[src/rtl/rv_pkg.sv]
// -----------------------------------------------------------------------------
// rv_pkg
// Shared definitions for the integer register-file write path.
//   XLEN   : integer data width
//   NREG   : number of architectural registers (power of two)
//   REG_AW : register address width, log2(NREG)
//   state_e: write-port controller state (initialisation sweep / normal run)
// -----------------------------------------------------------------------------
package rv_pkg;

  localparam int XLEN   = 32;
  localparam int NREG   = 32;
  localparam int REG_AW = $clog2(NREG);

  typedef enum logic {
    ST_INIT = 1'b0,
    ST_RUN  = 1'b1
  } state_e;

endpackage

[src/rtl/rr_arb2.sv]
// -----------------------------------------------------------------------------
// rr_arb2
// Two-way round-robin arbiter. The grant is combinational from the requests
// and the stored priority bit; the priority bit moves away from whichever
// requester was granted, so sustained contention alternates 0,1,0,1...
//   clk, rst_n : clock, asynchronous active-low reset
//   req[1:0]   : request lines
//   en         : when low no grant is issued and the priority is left alone
//   gnt[1:0]   : grant, one-hot or zero
// -----------------------------------------------------------------------------
module rr_arb2
  import rv_pkg::*;
(
  input  logic       clk,
  input  logic       rst_n,
  input  logic [1:0] req,
  input  logic       en,
  output logic [1:0] gnt
);

  // pri_q names the requester that wins the next conflict
  logic pri_q;
  logic pri_d;

  always_comb begin
    gnt = 2'b00;
    if (en) begin
      case (req)
        2'b01:   gnt = 2'b01;
        2'b10:   gnt = 2'b10;
        2'b11:   gnt = pri_q ? 2'b10 : 2'b01;
        default: gnt = 2'b00;
      endcase
    end
  end

  // Hand priority to the other requester after any grant
  always_comb begin
    pri_d = pri_q;
    if (gnt[0]) begin
      pri_d = 1'b1;
    end else if (gnt[1]) begin
      pri_d = 1'b0;
    end
  end

  always_ff @(posedge clk or negedge rst_n) begin
    if (!rst_n) begin
      pri_q <= 1'b0;
    end else begin
      pri_q <= pri_d;
    end
  end

endmodule

[src/rtl/regfile_wr_ctrl.sv]
// -----------------------------------------------------------------------------
// regfile_wr_ctrl
// Owns the single write port of the integer register file. After reset (or an
// init_req pulse) it sweeps x1..x(NREG-1) with INIT_VAL, since the register
// file itself has no reset, then arbitrates the port between the execute
// writeback (requester 0) and the load writeback (requester 1).
//   clk, rst_n        : clock, asynchronous active-low reset
//   init_req          : request a full re-initialisation (honoured in RUN only)
//   init_done         : high while in RUN
//   reqN_valid/ready  : requester handshake, ready is combinational
//   reqN_addr/data    : requester destination register and write data
//   rf_we/rf_a3/rf_wd3: registered register-file write port (WE3/A3/WD3)
// -----------------------------------------------------------------------------
module regfile_wr_ctrl
  import rv_pkg::*;
#(
  parameter int              XLEN     = rv_pkg::XLEN,
  parameter int              NREG     = rv_pkg::NREG,
  parameter logic [XLEN-1:0] INIT_VAL = '0
) (
  input  logic                    clk,
  input  logic                    rst_n,
  input  logic                    init_req,
  output logic                    init_done,
  input  logic                    req0_valid,
  output logic                    req0_ready,
  input  logic [$clog2(NREG)-1:0] req0_addr,
  input  logic [XLEN-1:0]         req0_data,
  input  logic                    req1_valid,
  output logic                    req1_ready,
  input  logic [$clog2(NREG)-1:0] req1_addr,
  input  logic [XLEN-1:0]         req1_data,
  output logic                    rf_we,
  output logic [$clog2(NREG)-1:0] rf_a3,
  output logic [XLEN-1:0]         rf_wd3
);

  localparam int AW = $clog2(NREG);

  state_e          state_q, state_d;
  logic [AW-1:0]   cnt_q, cnt_d;
  logic            rf_we_q, rf_we_d;
  logic [AW-1:0]   rf_a3_q, rf_a3_d;
  logic [XLEN-1:0] rf_wd3_q, rf_wd3_d;

  logic            arb_en;
  logic [1:0]      gnt;

  // A pending re-initialisation blocks every grant in the same cycle
  assign arb_en = (state_q == ST_RUN) && !init_req;

  rr_arb2 u_arb (
    .clk   (clk),
    .rst_n (rst_n),
    .req   ({req1_valid, req0_valid}),
    .en    (arb_en),
    .gnt   (gnt)
  );

  assign req0_ready = gnt[0];
  assign req1_ready = gnt[1];
  assign init_done  = (state_q == ST_RUN);

  assign rf_we  = rf_we_q;
  assign rf_a3  = rf_a3_q;
  assign rf_wd3 = rf_wd3_q;

  // The sweep counter starts at 1 and wraps to 0 once x(NREG-1) has been
  // issued; the wrapped value marks the one idle cycle before RUN, which
  // makes init_done rise on the edge after the last sweep write.
  always_comb begin
    state_d  = state_q;
    cnt_d    = cnt_q;
    rf_we_d  = 1'b0;
    rf_a3_d  = rf_a3_q;
    rf_wd3_d = rf_wd3_q;
    case (state_q)
      ST_INIT: begin
        if (cnt_q == '0) begin
          state_d = ST_RUN;
        end else begin
          rf_we_d  = 1'b1;
          rf_a3_d  = cnt_q;
          rf_wd3_d = INIT_VAL;
          cnt_d    = cnt_q + AW'(1);
        end
      end
      ST_RUN: begin
        if (init_req) begin
          state_d = ST_INIT;
          cnt_d   = AW'(1);
        end else if (gnt[0]) begin
          // x0 is hardwired: accept the write but never enable it
          rf_we_d  = (req0_addr != '0);
          rf_a3_d  = req0_addr;
          rf_wd3_d = req0_data;
        end else if (gnt[1]) begin
          rf_we_d  = (req1_addr != '0);
          rf_a3_d  = req1_addr;
          rf_wd3_d = req1_data;
        end
      end
      default: begin
        state_d = ST_INIT;
        cnt_d   = AW'(1);
      end
    endcase
  end

  always_ff @(posedge clk or negedge rst_n) begin
    if (!rst_n) begin
      state_q  <= ST_INIT;
      cnt_q    <= AW'(1);
      rf_we_q  <= 1'b0;
      rf_a3_q  <= '0;
      rf_wd3_q <= '0;
    end else begin
      state_q  <= state_d;
      cnt_q    <= cnt_d;
      rf_we_q  <= rf_we_d;
      rf_a3_q  <= rf_a3_d;
      rf_wd3_q <= rf_wd3_d;
    end
  end

endmodule

[config.mk]
export PLATFORM = sky130hd
export DESIGN_NAME = regfile_wr_ctrl
export DESIGN_NICKNAME = d
export VERILOG_FILES = /design/src/rtl/rv_pkg.sv /design/src/rtl/rr_arb2.sv /design/src/rtl/regfile_wr_ctrl.sv
export SDC_FILE = /design/constraint.sdc
export NUM_CORES = 1
export LEC_CHECK = 0
export ABC_AREA = 1
export BUFFER_PORTS_ARGS = -buffer_cell sky130_fd_sc_hd__buf_2
export CELL_PAD_IN_SITES_DETAIL_PLACEMENT = 1
export CELL_PAD_IN_SITES_GLOBAL_PLACEMENT = 1
export CORE_MARGIN = 1.5
export CORE_UTILIZATION = 29
export DETAILED_ROUTE_END_ITERATION = 8
export GPL_ROUTABILITY_DRIVEN = 1
export PLACE_DENSITY = 0.81
export RECOVER_POWER = 50
export SYNTH_ARGS = -nofsm -noshare
export SYNTH_HDL_FRONTEND = slang
export SYNTH_SLANG_ARGS = --single-unit
[constraint.sdc]
create_clock -name clk -period 1.49 [get_ports clk]
set_input_delay 0.0745 -clock clk [delete_from_list [all_inputs] [get_ports clk]]
set_output_delay 0.0745 -clock clk [all_outputs]
set_load 0.02 [all_outputs]
## Word level (Yosys, flattened, before mapping)

Index checks and enable logic that the tools add are counted.

| cells by class | value |
|---|---|
| muxes and demuxes | 26 |
| equality and inequality tests | 7 |
| $add $sub $neg | 1 |
| reductions and logical operators | 8 |
| bitwise logic cells | 1 |

Operator list:

| kind | count |
|---|---|
| 2-to-1 mux 32 bit | 4 |
| one-hot mux 32 bit (2 select lines) | 1 |
| 2-to-1 mux 5 bit | 6 |
| one-hot mux 5 bit (2 select lines) | 2 |
| nonzero test 5 bit | 2 |
| 2-to-1 mux 1 bit | 8 |
| != test 2 bit, second input constant | 3 |
| one-hot mux 2 bit (3 select lines) | 1 |
| adder 5 x 1 -> 5 bit, second input constant | 1 |
| logical NOT 5 bit | 1 |
| == test 2 bit, second input constant | 2 |
| 2-to-1 mux 2 bit | 2 |
| one-hot mux 1 bit (2 select lines) | 2 |
| != test 3 x 1 -> 1 bit, second input constant | 1 |
| AND reduction 3 bit | 1 |
| == test 2 x 1 -> 1 bit, second input constant | 1 |
| AND reduction 2 bit | 1 |
| nonzero test 2 bit | 1 |
| logical AND 1 bit | 1 |
| logical NOT 1 bit | 1 |
| inverter 1 bit | 1 |

| word-level totals | value |
|---|---|
| bits of input ports | 79 |
| logic and storage cells | 49 |
| output and inout port bits | 41 |
| register bits after elaboration | 45 |

## Depth between registers and ports, before layout

Gate-level depths: netlist of the first run.

| depth | value |
|---|---|
| depth after elaboration | 7 |
| depth in mapped cells | 10 |
| gate-level depth less buffers | 9 |

## Hierarchy

A second synthesis of the first run with hierarchy kept.

| second synthesis, totals | value |
|---|---|
| cell total of the unflattened synthesis | 372 |
| area total of the unflattened synthesis | 2632.5 um^2 |

By module, submodules not included:

| module | instances | seq. area each (um^2) | area an instance (um^2) | cells each |
|---|---|---|---|---|
| regfile_wr_ctrl | 1 | 1102.3 | 2561.2 | 360 |
| rr_arb2 | 1 | 25.0 | 71.3 | 12 |

## Worst setup path before layout of the first run

OpenSTA, ideal clock, no wires.

| timing | value |
|---|---|
| path kind | reg2reg |
| from | register state_q (netlist: init_done) |
| to | register rf_we_q (netlist: rf_we) |
| arrival time | 1.533 ns |
| path slack | -0.111 ns |
| cell stages (with the launch flop) | 10 |
| path buffers | 1 |
| library setup time | 0.068 ns |
| cells stage by stage | dfrtp_1 > buf_4 > inv_4 > nor2_8 > nand2_1 > a21oi_1 > nand2_1 > nand2_1 > nand2_1 > nand2_1 |

| on the way | value |
|---|---|
| longest elaborated chain between the ends | 6 |
| elaborated cells between the ends (all ways) | 7 |
| those cells by class | mux: 5; bitwise: 1; reduce/logical: 1 |

Ends and longest elaborated chain:

| item | RTL line | source |
|---|---|---|
| start, declared | regfile_wr_ctrl.sv:40 | `state_e state_q, state_d;` |
| start signal, assigned | regfile_wr_ctrl.sv:118 | `state_q <= state_d;` |
| logical AND 1 bit | regfile_wr_ctrl.sv:50 | `assign arb_en = (state_q == ST_RUN) && !init_req;` |
| 2-to-1 mux 2 bit | rr_arb2.sv:27 | `if (en) begin` |
| named net req1_ready | regfile_wr_ctrl.sv:30 | `output logic req1_ready,` |
| 2-to-1 mux 1 bit | regfile_wr_ctrl.sv:97 | `end else if (gnt[1]) begin` |
| 2-to-1 mux 1 bit | regfile_wr_ctrl.sv:92 | `end else if (gnt[0]) begin` |
| 2-to-1 mux 1 bit | regfile_wr_ctrl.sv:89 | `if (init_req) begin` |
| one-hot mux 1 bit (2 select lines) | regfile_wr_ctrl.sv:77 | `case (state_q)` |
| named net rf_we_d | regfile_wr_ctrl.sv:42 | `logic rf_we_q, rf_we_d;` |
| end signal, assigned | regfile_wr_ctrl.sv:120 | `rf_we_q <= rf_we_d;` |
| end, declared | regfile_wr_ctrl.sv:42 |  |

The timed path passes the listed nets, and every way through them passes these cells.
A chain may end at the register's enable or synchronous reset.

## Final worst setup path of the first run

| timing | value |
|---|---|
| from | register cnt_q[0] |
| to | register rf_wd3_q[17] (netlist: rf_wd3[17]) |

| on the way | value |
|---|---|
| longest elaborated chain between the ends | 3 |

Ends and longest elaborated chain:

| item | RTL line | source |
|---|---|---|
| start, declared | regfile_wr_ctrl.sv:41 | `logic [AW-1:0] cnt_q, cnt_d;` |
| start signal, assigned | regfile_wr_ctrl.sv:119 | `cnt_q <= cnt_d;` |
| logical NOT 5 bit | regfile_wr_ctrl.sv:79 | `if (cnt_q == '0) begin` |
| != test 2 bit (no source line) | -- |  |
| AND reduction 3 bit (no source line) | -- |  |
| end signal, assigned | regfile_wr_ctrl.sv:122 | `rf_wd3_q <= rf_wd3_d;` |
| end, declared | regfile_wr_ctrl.sv:44 | `logic [XLEN-1:0] rf_wd3_q, rf_wd3_d;` |

Every way passes these cells.

==> metrics.md, run 1 <==
| Metric | Value |
|---|---|
| Status | `finished with violations` |
| Failing checks | `negative setup slack` |
| TritonCTS buffer count | `5` |
| Clock group share of total power | `9.0%` |
| Synth area leaders | `dfrtp_1, nand2_1, a21oi_1` |
| WL met1 | `3.338 mm` |
| Routed len/inst | `14.12 um` |
| TritonCTS Sinks | `45` |
| Antenna cell count | `0` |
| Die area | `0.008937 mm2` |
| Sequential Power Share | `27.0%` |
| Synth top cells by count | `nand2_1, nor2_1, a21oi_1, dfrtp_1, o21ai_1` |
| CTS tree | `done` |
| Met3 wire length | `424 um` |
| Slew Limit Fails | `0` |
| Port Buffers | `119` |
| Power per cell area | `2323 mW/mm2` |
| RSZ-0062 raised after global routing | `yes` |
| Final hold viol count | `0` |
| Pin count of the biggest net entering global routing | `47` |
| Syn Nets | `397` |
| Post-route design area | `0.003633 mm2` |
| Final core occ | `44.44%` |
| Fmax | `635.7 MHz` |
| Antenna violations before repair | `0` |
| CP required | `1.71 ns` |
| Clk Latency, worst-skew pair | `0.30 ns` |
| Vias per inst | `4.689` |
| Number of iterations in the first detailed-routing pass | `4` |
| Slew margin rel. | `60.48%` |
| Grt total ovfl | `0` |
| Final worst setup slack | `-0.08301 ns` |
| IO Pins | `120` |
| Post-synthesis sequential area ratio | `46.40%` |
| Share of cells above drive strength 1 | `45.08%` |
| Max H-tree Level | `2` |
| DR iter-0 viols | `29` |
| Finish-stage setup viols | `36` |
| Sw Ratio | `47.33%` |
| Static Leak | `1.921 nW` |
| Largest area contributor in the netlist | `dfrtp_1` |
| Flops & latches, synth | `45` |
| Least-Margin Pin Slew | `0.5928 ns` |
| TNS Setup | `-1.745 ns` |
| Max Clock Skew | `0.009320 ns` |
| Routed Antenna Nets | `0` |
| CP Launch Type | `register` |
| Yosys cell types | `26` |
| Nets | `537` |
| DR top layer | `met4` |
| Number of global-route vias before repair | `2760` |
| Hold Slack | `0.06566 ns` |
| Initial Utilization | `29.72%` |
| Reg-to-reg slack, setup | `-0.08 ns` |
| EDFF count, synth | `0` |
| Cell Area, Synth | `0.002430 mm2` |
| Clock root buffer | `clkbuf_8` |
| First-pass GRT wire length | `12.85 mm` |
| Crit Path Class | `reg -> reg` |
| Hold Path Class | `in -> reg` |
| WL final | `7.936 mm` |
| Placed inst area | `0.003242 mm2` |
| Overall Global Routing Usage | `18.30%` |
| Maximum vdd drop | `0.7360 mV` |
| Crit-path max FO | `15` |
| DP Wirelength | `5.614 mm` |
| Net switching power | `3.995 mW` |
| Async set-reset flop share out of synthesis | `100.0%` |
| Final Critical Period | `1.573 ns` |
| Layout fillers | `1039` |
| Num rows | `33` |
| Max-cap violations | `0` |
| Clock slew at reported path FFs | `0.09 ns` |
| Die Y-Extent | `94.54 um` |
| Power share of the combinational group | `64.0%` |
| Fin crit share | `105.6%` |
| Core area | `0.008175 mm2` |
| Area fraction of the dominant cell type after synthesis | `45.31%` |
| Cells after Synth | `316` |
| Mean Syn Cell Area | `7.689 um2` |
| DIE WIDTH | `94.54 um` |
| Area grow syn2layout | `49.54%` |
| Setup crit end kind | `register` |
| Most common cell in the netlist | `nand2_1` |
| Clock Tree Buf Depth | `2` |
| Internal power | `4.446 mW` |
| DRC errors left | `0` |
| Main synth FF type | `dfrtp_1` |
| Synth warn | `0` |
| RePlAce Congestion | `0.7644` |
| Worst EP arrival | `1.79 ns` |
| Via count of the routed design | `2635` |
| Met2 WL post-DR | `4.123 mm` |
through the flow:
stage / worst slack, ns / total power [mW] / cells
floorplan: -0.01432 / 5.182 / 316
global placement: 0.01800 / 6.459 / 538
detailed placement: -0.09035 / 6.698 / 538
CTS: -0.07889 / 8.433 / 562
global route: -0.1475 / 9.153 / 562
finish: -0.08301 / 8.441 / 562
placed cells by master (no fill, tap or decap), types with 2 or more instances in the layout:
master and instances:
buf_4 24, inv_1 16, buf_6 2, o21ai_0 12, o21ai_1 22, xor2_1 2
nor2_1 34, nand2_1 77, nand3_1 8, nor2_4 3, inv_2 3, buf_12 6
o22ai_1 3, clkinvlp_4 2, clkbuf_8 5, a21oi_1 22, nand4_1 7, dfrtp_1 43
buf_2 117, nor2_2 9, a21oi_2 22
power by group through the flow:
stage / clock network [mW] / logic, mW / registers, mW
finish: 0.758 / 5.40 / 2.28
global placement: 0 / 4.23 / 2.23
floorplan: 0 / 2.29 / 2.89
detailed placement: 0 / 4.43 / 2.27
CTS: 0.795 / 5.37 / 2.27
global route: 0.823 / 5.97 / 2.36
cell families after synthesis:
| logic type | after synthesis | share of synthesized area [%] |
|---|---|---|
| AOI/OAI and AO/OA | 82 | 17.51 |
| xor gates and xnor gates | 3 | 1.082 |
| adders and majority gates | 2 | 1.030 |
| buffers and inverters | 40 | 8.908 |
| DFF | 45 | 46.40 |
| and+or+nand+nor | 144 | 25.08 |
flip-flops by register name, summed over array words and instances, names as in the netlist:
register     cells
u_arb.pri_q      1
init_done        1
rf_wd3          32
rf_a3            5
cnt_q            5
rf_we            1
final timing paths:
| check | depth (start not counted) | startpoint | endpoint |
|---|---|---|---|
| hold / removal | 3 | req0_data[16] | rf_wd3[16] |
| max in group asynchronous | 3 | rst_n | rf_wd3[1] |
| setup reg to reg | 10 | cnt_q[0] | rf_wd3[17] |
| setup / recovery | 10 | cnt_q[0] | rf_wd3[17] |
| min in group asynchronous | 2 | rst_n | rf_wd3[26] |
| hold reg to reg | 2 | rf_wd3[20] | rf_wd3[20] |
metal layers:
layer  track usage (%)  vias to the layer above
met4             3.483                        0
met3             3.221                        4
met1             21.69                     1251
li1                  -                     1303
met2             34.47                       77
met5                 0                        -
final cells by class:
type	count	area [um2]	share of cell area (%)
Multi-Input combinational cell	231	1242	34.19
Sequential cell	45	1129	31.06
Timing Repair Buffer	153	965.9	26.58
Tap cell	105	131.4	3.616
Inverter	20	77.57	2.135
Clock buffer	6	72.57	1.997
Clock inverter	2	15.01	0.4132
timing repair:
| action | 4_1_cts | 5_1_grt |
|---|---|---|
| resized for setup | 21 | 26 |
| setup buffers | 13 | 2 |
| hold buffers | 1 | 0 |
| endpoints found under the setup margin | 41 | 45 |
| cloned | 3 | 0 |
| hold endpoints to repair | 18 | 0 |
| pin swaps | 5 | 2 |
critical path, stage by stage, from the launching register on:
cell,delay (ns)
dfstp_2,0.55
inv_2,0.05
ha_4,0.15
inv_2,0.05
nor2_2,0.04
nand2_2,0.09
nand2_4,0.09
nand2_8,0.13
buf_12,0.15
nor2_1,0.05
a21oi_1,0.13
Power figures use the tool's default switching activity.
==> run 2: changes to the inputs <==
--- a/config.mk
+++ b/config.mk
@@ -15,6 +15,7 @@
 export GPL_ROUTABILITY_DRIVEN = 1
 export PLACE_DENSITY = 0.81
 export RECOVER_POWER = 50
+export SETUP_SLACK_MARGIN = 0.5
 export SYNTH_ARGS = -nofsm -noshare
 export SYNTH_HDL_FRONTEND = slang
 export SYNTH_SLANG_ARGS = --single-unit
==> run 2 against run 1 <==
  * The flow still finishes with violations (negative setup slack)
  * Largest power group unchanged
  * Power is 20% higher
  * Maximum frequency shrank 2.3%
  * Critical endpoint is now rf_wd3[7]
  * Global-route usage rose by 1.1 points
  * Combinational power rose by 31%
  * Non-clock buffer count is 14 higher
==> metrics.md, run 2 (same netlist as run 1, synthesis figures left out) <==
| Metric | Value |
|---|---|
| DP Wirelength | `5.555 mm (-1.0%)` |
| Antenna violations before repair | `0 (unchanged)` |
| Crit Path Class | `reg -> reg` |
| Setup crit end kind | `register` |
| Num rows | `33 (unchanged)` |
| DRC errors left | `0 (unchanged)` |
| Port Buffers | `119 (unchanged)` |
| Final Critical Period | `1.609 ns (+0.03633 ns)` |
| Die Y-Extent | `94.54 um (unchanged)` |
| Nets | `551 (+2.6%)` |
| Crit-path slowest cell | `dfstp_2` |
| CP required | `1.67 ns (-0.04 ns)` |
| TritonCTS Sinks | `45 (unchanged)` |
| Status | `finished with violations` |
| Final Power | `10.13 mW (+20%)` |
| CP Cell Sequence | `inv_2, ha_4, inv_2, nor2_2, nand2_2, nand2_4, nand2_8, buf_6, clkbuf_16, a21oi_2` |
| R2R cell count | `10 (unchanged)` |
| Power per cell area | `2476 mW/mm2 (+6.6%)` |
| Number of iterations in the first detailed-routing pass | `4 (unchanged)` |
| Antenna cell count | `0 (unchanged)` |
| Area grow syn2layout | `68.38%` |
| DIE WIDTH | `94.54 um (unchanged)` |
| Most common cell after layout, fill and taps aside | `buf_2` |
| Share of cells above drive strength 1 | `50.32% (+5.2 points)` |
| Least-Margin Pin Slew | `0.5427 ns (-0.05017 ns)` |
| RePlAce Congestion | `0.7751 (+1.4%)` |
| Place WS | `-0.1442 ns (-0.05389 ns)` |
| DR iter-0 viols | `28 (-3.4%)` |
| Crit-path max cell delay | `0.55 ns (about the same)` |
| Clk Latency, worst-skew pair | `0.30 ns (about the same)` |
| Max H-tree Level | `2 (unchanged)` |
| Slew Limit Fails | `0 (unchanged)` |
| Fmax | `621.4 MHz (-2.3%)` |
| Worst EP arrival | `1.79 ns (about the same)` |
| Vias per inst | `4.780 (+1.9%)` |
| Grt total ovfl | `0 (unchanged)` |
| Via count of the routed design | `2753 (+4.5%)` |
| Initial Utilization | `29.72% (unchanged)` |
| Overall Global Routing Usage | `19.37% (+1.1 points)` |
| Failing checks | `negative setup slack` |
| Critical Path Most Common Cell | `inv_2` |
| WL final | `9.143 mm (+15%)` |
| Max-cap violations | `0 (unchanged)` |
| Static Leak | `2.110 nW (+9.9%)` |
| First-pass GRT wire length | `13.26 mm (+3.2%)` |
| Core area | `0.008175 mm2 (unchanged)` |
| WHS Path Cells | `3 (unchanged)` |
| Maximum vdd drop | `0.8616 mV (+17%)` |
| Final hold viol count | `0 (unchanged)` |
| Crit-path max FO | `6 (-9)` |
| Routed Antenna Nets | `0 (unchanged)` |
| Max Clock Skew | `0.01414 ns (+0.004825 ns)` |
| IO Pins | `120 (unchanged)` |
| Die area | `0.008937 mm2 (unchanged)` |
| Fin crit share | `108.0% (+2.4 points)` |
| Clock Tree Buf Depth | `2 (unchanged)` |
| Final worst setup slack | `-0.1193 ns (-0.03633 ns)` |
| TritonCTS buffer count | `5 (unchanged)` |
| Pin count of the biggest net entering global routing | `47 (unchanged)` |
| Number of global-route vias before repair | `2803 (+1.6%)` |
| Clock slew at reported path FFs | `0.09 ns (about the same)` |
| Routed len/inst | `15.87 um (+12%)` |
| CTS tree | `done` |
| RSZ-0062 raised after global routing | `yes` |
| Hold Path Class | `in -> reg` |
| CP Launch Type | `register` |
| Slew margin rel. | `63.82% (+3.3 points)` |
| Finish-stage setup viols | `42 (+17%)` |
| Number of flip-flops in the largest register | `32 (unchanged)` |
| Clock root buffer | `clkbuf_8` |
| Commonest cells after routing, fill and taps aside | `buf_2, nand2_1, dfrtp_1, nor2_1, a21oi_2` |
## run 2: metrics by stage
stage               cell area [um2]  util, %  std cells  hold slack (ns)   TNS (ns)
finish                         4091    50.05        576          0.06763     -3.408
global route                   4091    50.05        576          0.08779     -4.994
CTS                            3812    46.63        567          0.04433     -1.343
detailed placement             3246    39.70        534          0.07648     -3.593
global placement               3246    39.70        534          0.06954  -0.002055
floorplan                      2510        -        316          -0.2211    -0.2304
## run 2: path summary, 6_finish.rpt
path | endpoint | startpoint | slack [ns]
min reg2reg | rf_wd3[11] | rf_wd3[11] | 0.51
min in group asynchronous | u_arb.pri_q | rst_n | 0.31
max in group asynchronous | rf_wd3[3] | rst_n | 0.33
max | rf_wd3[7] | cnt_q[0] | -0.12
min | rf_wd3[0] | req0_data[0] | 0.07
max reg2reg | rf_wd3[7] | cnt_q[0] | -0.12
## run 2: timing repair
action,4_1_cts,5_1_grt
hold buffers,1,0
pin swaps,7,13
buffers inserted,18,6
endpoints found under the setup margin,48,48
endpoints found under the hold margin,17,0
gates cloned,6,3
resized for setup,42,43
## run 2: per-layer routing
layer | share of wire [%] | vias to the layer above | GRT usage, %
met5 | 0 | - | 0
met4 | 0.95 | 0 | 5.597
met3 | 4.5 | 8 | 3.382
met2 | 53 | 81 | 36.21
met1 | 41 | 1324 | 22.43
li1 | - | 1340 | -
## run 2: layout make-up
class	count	area (um2)
repair buffers	167	1289
multi-input cells	231	1354
flip-flops and latches	45	1129
inverters	20	95.09
clock inverters	1	7.507
clock buffers	7	86.33
well taps	105	131.4
fillers	1002	4084
## run 2: report_power, final
| part | internal (mW) | total, mW | switching (mW) |
|---|---|---|---|
| clock network | 0.378 | 0.803 | 0.426 |
| logic | 3.30 | 7.06 | 3.76 |
| registers | 1.89 | 2.27 | 0.377 |
| total | 5.57 | 10.1 | 4.56 |
## run 2: critical path, delay by kind of cell (launching register included)
| kind | cells | cell delay, ns |
|---|---|---|
| AND/OR/NAND/NOR | 4 | 0.33 |
| buffers and inverters | 4 | 0.41 |
| flip-flops | 1 | 0.55 |
| adder cells (fa/ha/maj) | 1 | 0.15 |
| AO/OA/AOI/OAI | 1 | 0.05 |
==> run 3: changes to the inputs <==
--- a/config.mk
+++ b/config.mk
@@ -11,6 +11,7 @@
 export CELL_PAD_IN_SITES_GLOBAL_PLACEMENT = 1
 export CORE_MARGIN = 1.5
 export CORE_UTILIZATION = 29
+export CTS_BUF_LIST = sky130_fd_sc_hd__clkbuf_2 sky130_fd_sc_hd__clkbuf_4 sky130_fd_sc_hd__clkbuf_8
 export DETAILED_ROUTE_END_ITERATION = 8
 export GPL_ROUTABILITY_DRIVEN = 1
 export PLACE_DENSITY = 0.81
==> run 3 against run 2 <==
  * The flow still finishes with violations (negative setup slack)
  * Core utilization decreased by 0.54 points
  * Sequential power hardly changed
  * Worst hold slack gained 0.0036 ns
  * Flip-flop and latch count unchanged
  * Worst setup slack improved by 0.022 ns
  * Clock skew fell by 0.0039 ns
  * Count of clock-buffer cells in the layout did not move
  * Wire length fell by 0.80%
  * Register-to-register slack gained 0.02 ns
  * Sequential share of layout area up 0.30 points
  * Clock power increased by 0.7%
  * Largest cell class unchanged
  * Highest routed layer unchanged
==> metrics.md, run 3 (same netlist as run 1, synthesis figures left out) <==
| Metric | Value |
|---|---|
| Clock root buffer | `clkbuf_8` |
| DIE WIDTH | `94.54 um (unchanged)` |
| Layout Cells excl Fill | `576 (unchanged)` |
| Routed len/inst | `15.75 um (-0.80%)` |
| RSZ-0062 raised after global routing | `yes` |
| Layout fillers | `1007 (+0.50%)` |
| Worst EP arrival | `1.78 ns (about the same)` |
| R2r endpoint | `rf_wd3[0]` |
| Dpl cells | `534 (unchanged)` |
| Final core occ | `49.51% (-0.54 points)` |
| CP required | `1.68 ns (about the same)` |
| IO Pins | `120 (unchanged)` |
| Clock Tree Buf Depth | `2 (unchanged)` |
| CP Launch Type | `register` |
| Final Power | `9.902 mW (-2.2%)` |
| Hold Path End | `rf_wd3[0]` |
| Power per cell area | `2446 mW/mm2 (-1.2%)` |
| WHS Path Cells | `3 (unchanged)` |
| Fmax | `630.1 MHz (+1.4%)` |
| Worst R2R Start | `cnt_q[1]` |
| Slew margin rel. | `64.22% (+0.40 points)` |
| Number of iterations in the first detailed-routing pass | `3 (-1)` |
| Slew Limit Fails | `0 (unchanged)` |
| Via count of the routed design | `2733 (-0.73%)` |
| Initial Utilization | `29.72% (unchanged)` |
| Number of flip-flops in the largest register | `32 (unchanged)` |
| Post-route design area | `0.004048 mm2 (-1.1%)` |
| Number of global-route vias before repair | `2828 (+0.89%)` |
| Antenna cell count | `0 (unchanged)` |
| Share of cells above drive strength 1 | `49.89% (-0.42 points)` |
| TNS Setup | `-2.282 ns (+1.126 ns)` |
| Commonest cells after routing, fill and taps aside | `buf_2, nand2_1, dfrtp_1, nor2_1, a21oi_2` |
| Final Critical Period | `1.587 ns (-0.02233 ns)` |
| Pin count of the biggest net entering global routing | `47 (unchanged)` |
| DR iter-0 viols | `34 (+21%)` |
| Status | `finished with violations` |
| Overall Global Routing Usage | `19.76% (+0.38 points)` |
| RePlAce Congestion | `0.7751 (unchanged)` |
| Most common cell after layout, fill and taps aside | `buf_2` |
| Num rows | `33 (unchanged)` |
| Hold Path Class | `in -> reg` |
| Finish-stage setup viols | `37 (-12%)` |
| Maximum vdd drop | `0.8052 mV (-6.5%)` |
| R2R cell count | `11 (+1)` |
| Final worst setup slack | `-0.09700 ns (+0.02233 ns)` |
| First-pass GRT wire length | `13.53 mm (+2.0%)` |
| Setup crit end kind | `register` |
| Clock slew at reported path FFs | `0.09 ns (about the same)` |
| Core area | `0.008175 mm2 (unchanged)` |
| Port Buffers | `119 (unchanged)` |
| Area grow syn2layout | `66.58%` |
| Vias per inst | `4.745 (-0.73%)` |
| CTS tree | `done` |
| TritonCTS Sinks | `45 (unchanged)` |
| Die Y-Extent | `94.54 um (unchanged)` |
| Antenna violations before repair | `0 (unchanged)` |
| Crit-path max FO | `6 (unchanged)` |
| Least-Margin Pin Slew | `0.5367 ns (-0.006000 ns)` |
| Nets | `551 (unchanged)` |
| Fin crit share | `106.5% (-1.5 points)` |
| Max H-tree Level | `2 (unchanged)` |
| Worst hold start | `req0_data[0]` |
| Grt total ovfl | `0 (unchanged)` |
| DP Wirelength | `5.555 mm (unchanged)` |
| WL final | `9.070 mm (-0.80%)` |
| Final hold viol count | `0 (unchanged)` |
| Die area | `0.008937 mm2 (unchanged)` |
| Failing checks | `negative setup slack` |
| Placed inst area | `0.003246 mm2 (unchanged)` |
| Reg-to-reg slack, setup | `-0.1 ns (+0.02 ns)` |
| Clk Latency, worst-skew pair | `0.30 ns (about the same)` |
| Max Clock Skew | `0.01021 ns (-0.003939 ns)` |
| Static Leak | `2.102 nW (-0.38%)` |
| DRC errors left | `0 (unchanged)` |
| Max-cap violations | `0 (unchanged)` |
| Crit Path Class | `reg -> reg` |
| Routed Antenna Nets | `0 (unchanged)` |
| TritonCTS buffer count | `5 (unchanged)` |
==> run 3: cell counts in the layout (fill, tap and decap cells not counted) <==
Identical to the previous run, type by type.
==> run 3: worst max path at each step <==
stage,to,depth (start not counted),from
after CTS,rf_wd3[2],11,cnt_q[0]
after floorplan,rf_wd3[23],10,cnt_q[0]
after global routing,rf_wd3[2],11,cnt_q[0]
after detailed placement,rf_wd3[16],10,cnt_q[0]
after global placement,rf_wd3[31],10,cnt_q[0]
final,rf_wd3[0],11,cnt_q[1]
==> run 3: power breakdown <==
group | internal (mW) | switching (mW)
Sequential | 1.89 | 0.393
Combinational | 3.20 | 3.62
Clock | 0.395 | 0.413
Total | 5.48 | 4.42
==> run 3: timing repair <==
item / 4_1_cts / 5_1_grt
endpoints found under the setup margin: 48 / 48
endpoints found under the hold margin: 17 / 0
gates resized for setup: 42 / 35
hold buffers: 1 / 0
cloned: 6 / 3
buffers inserted: 18 / 6
pin swaps: 7 / 13
==> run 3: critical path, cell delays in order, from the launching register on <==
cell	delay, ns
dfrtp_1	0.40
inv_2	0.09
ha_4	0.13
inv_2	0.03
nor2_2	0.09
nand2_2	0.09
nand2_4	0.12
nand2_8	0.09
buf_4	0.15
buf_6	0.12
nor2_1	0.10
a21oi_1	0.05
==> run 3: routing by layer <==
metal	track usage [%]	routed length, um	vias up
li1	-	-	1346
met1	22.46	3694	1300
met2	37.05	4862	77
met3	3.704	392	10
met4	6.095	121	0
met5	0	0	-
==> run 3: cell type report <==
type / count / area, um2 / area share [%]
sequential: 45 / 1129 / 27.88
clock inverter: 1 / 7.507 / 0.1855
inverter: 20 / 92.59 / 2.287
multi-input combinational: 231 / 1316 / 32.52
clock buffer: 7 / 90.09 / 2.226
tap: 105 / 131.4 / 3.246
timing repair buffer: 167 / 1281 / 31.65
==> run 3: stage by stage <==
step,setup slack (ns),hold WS (ns)
finish,-0.09700,0.07127
global route,-0.1502,0.08831
CTS,-0.08091,0.04420
detailed placement,-0.1442,0.07648
global placement,-0.002055,0.06954
floorplan,-0.02334,-0.2211
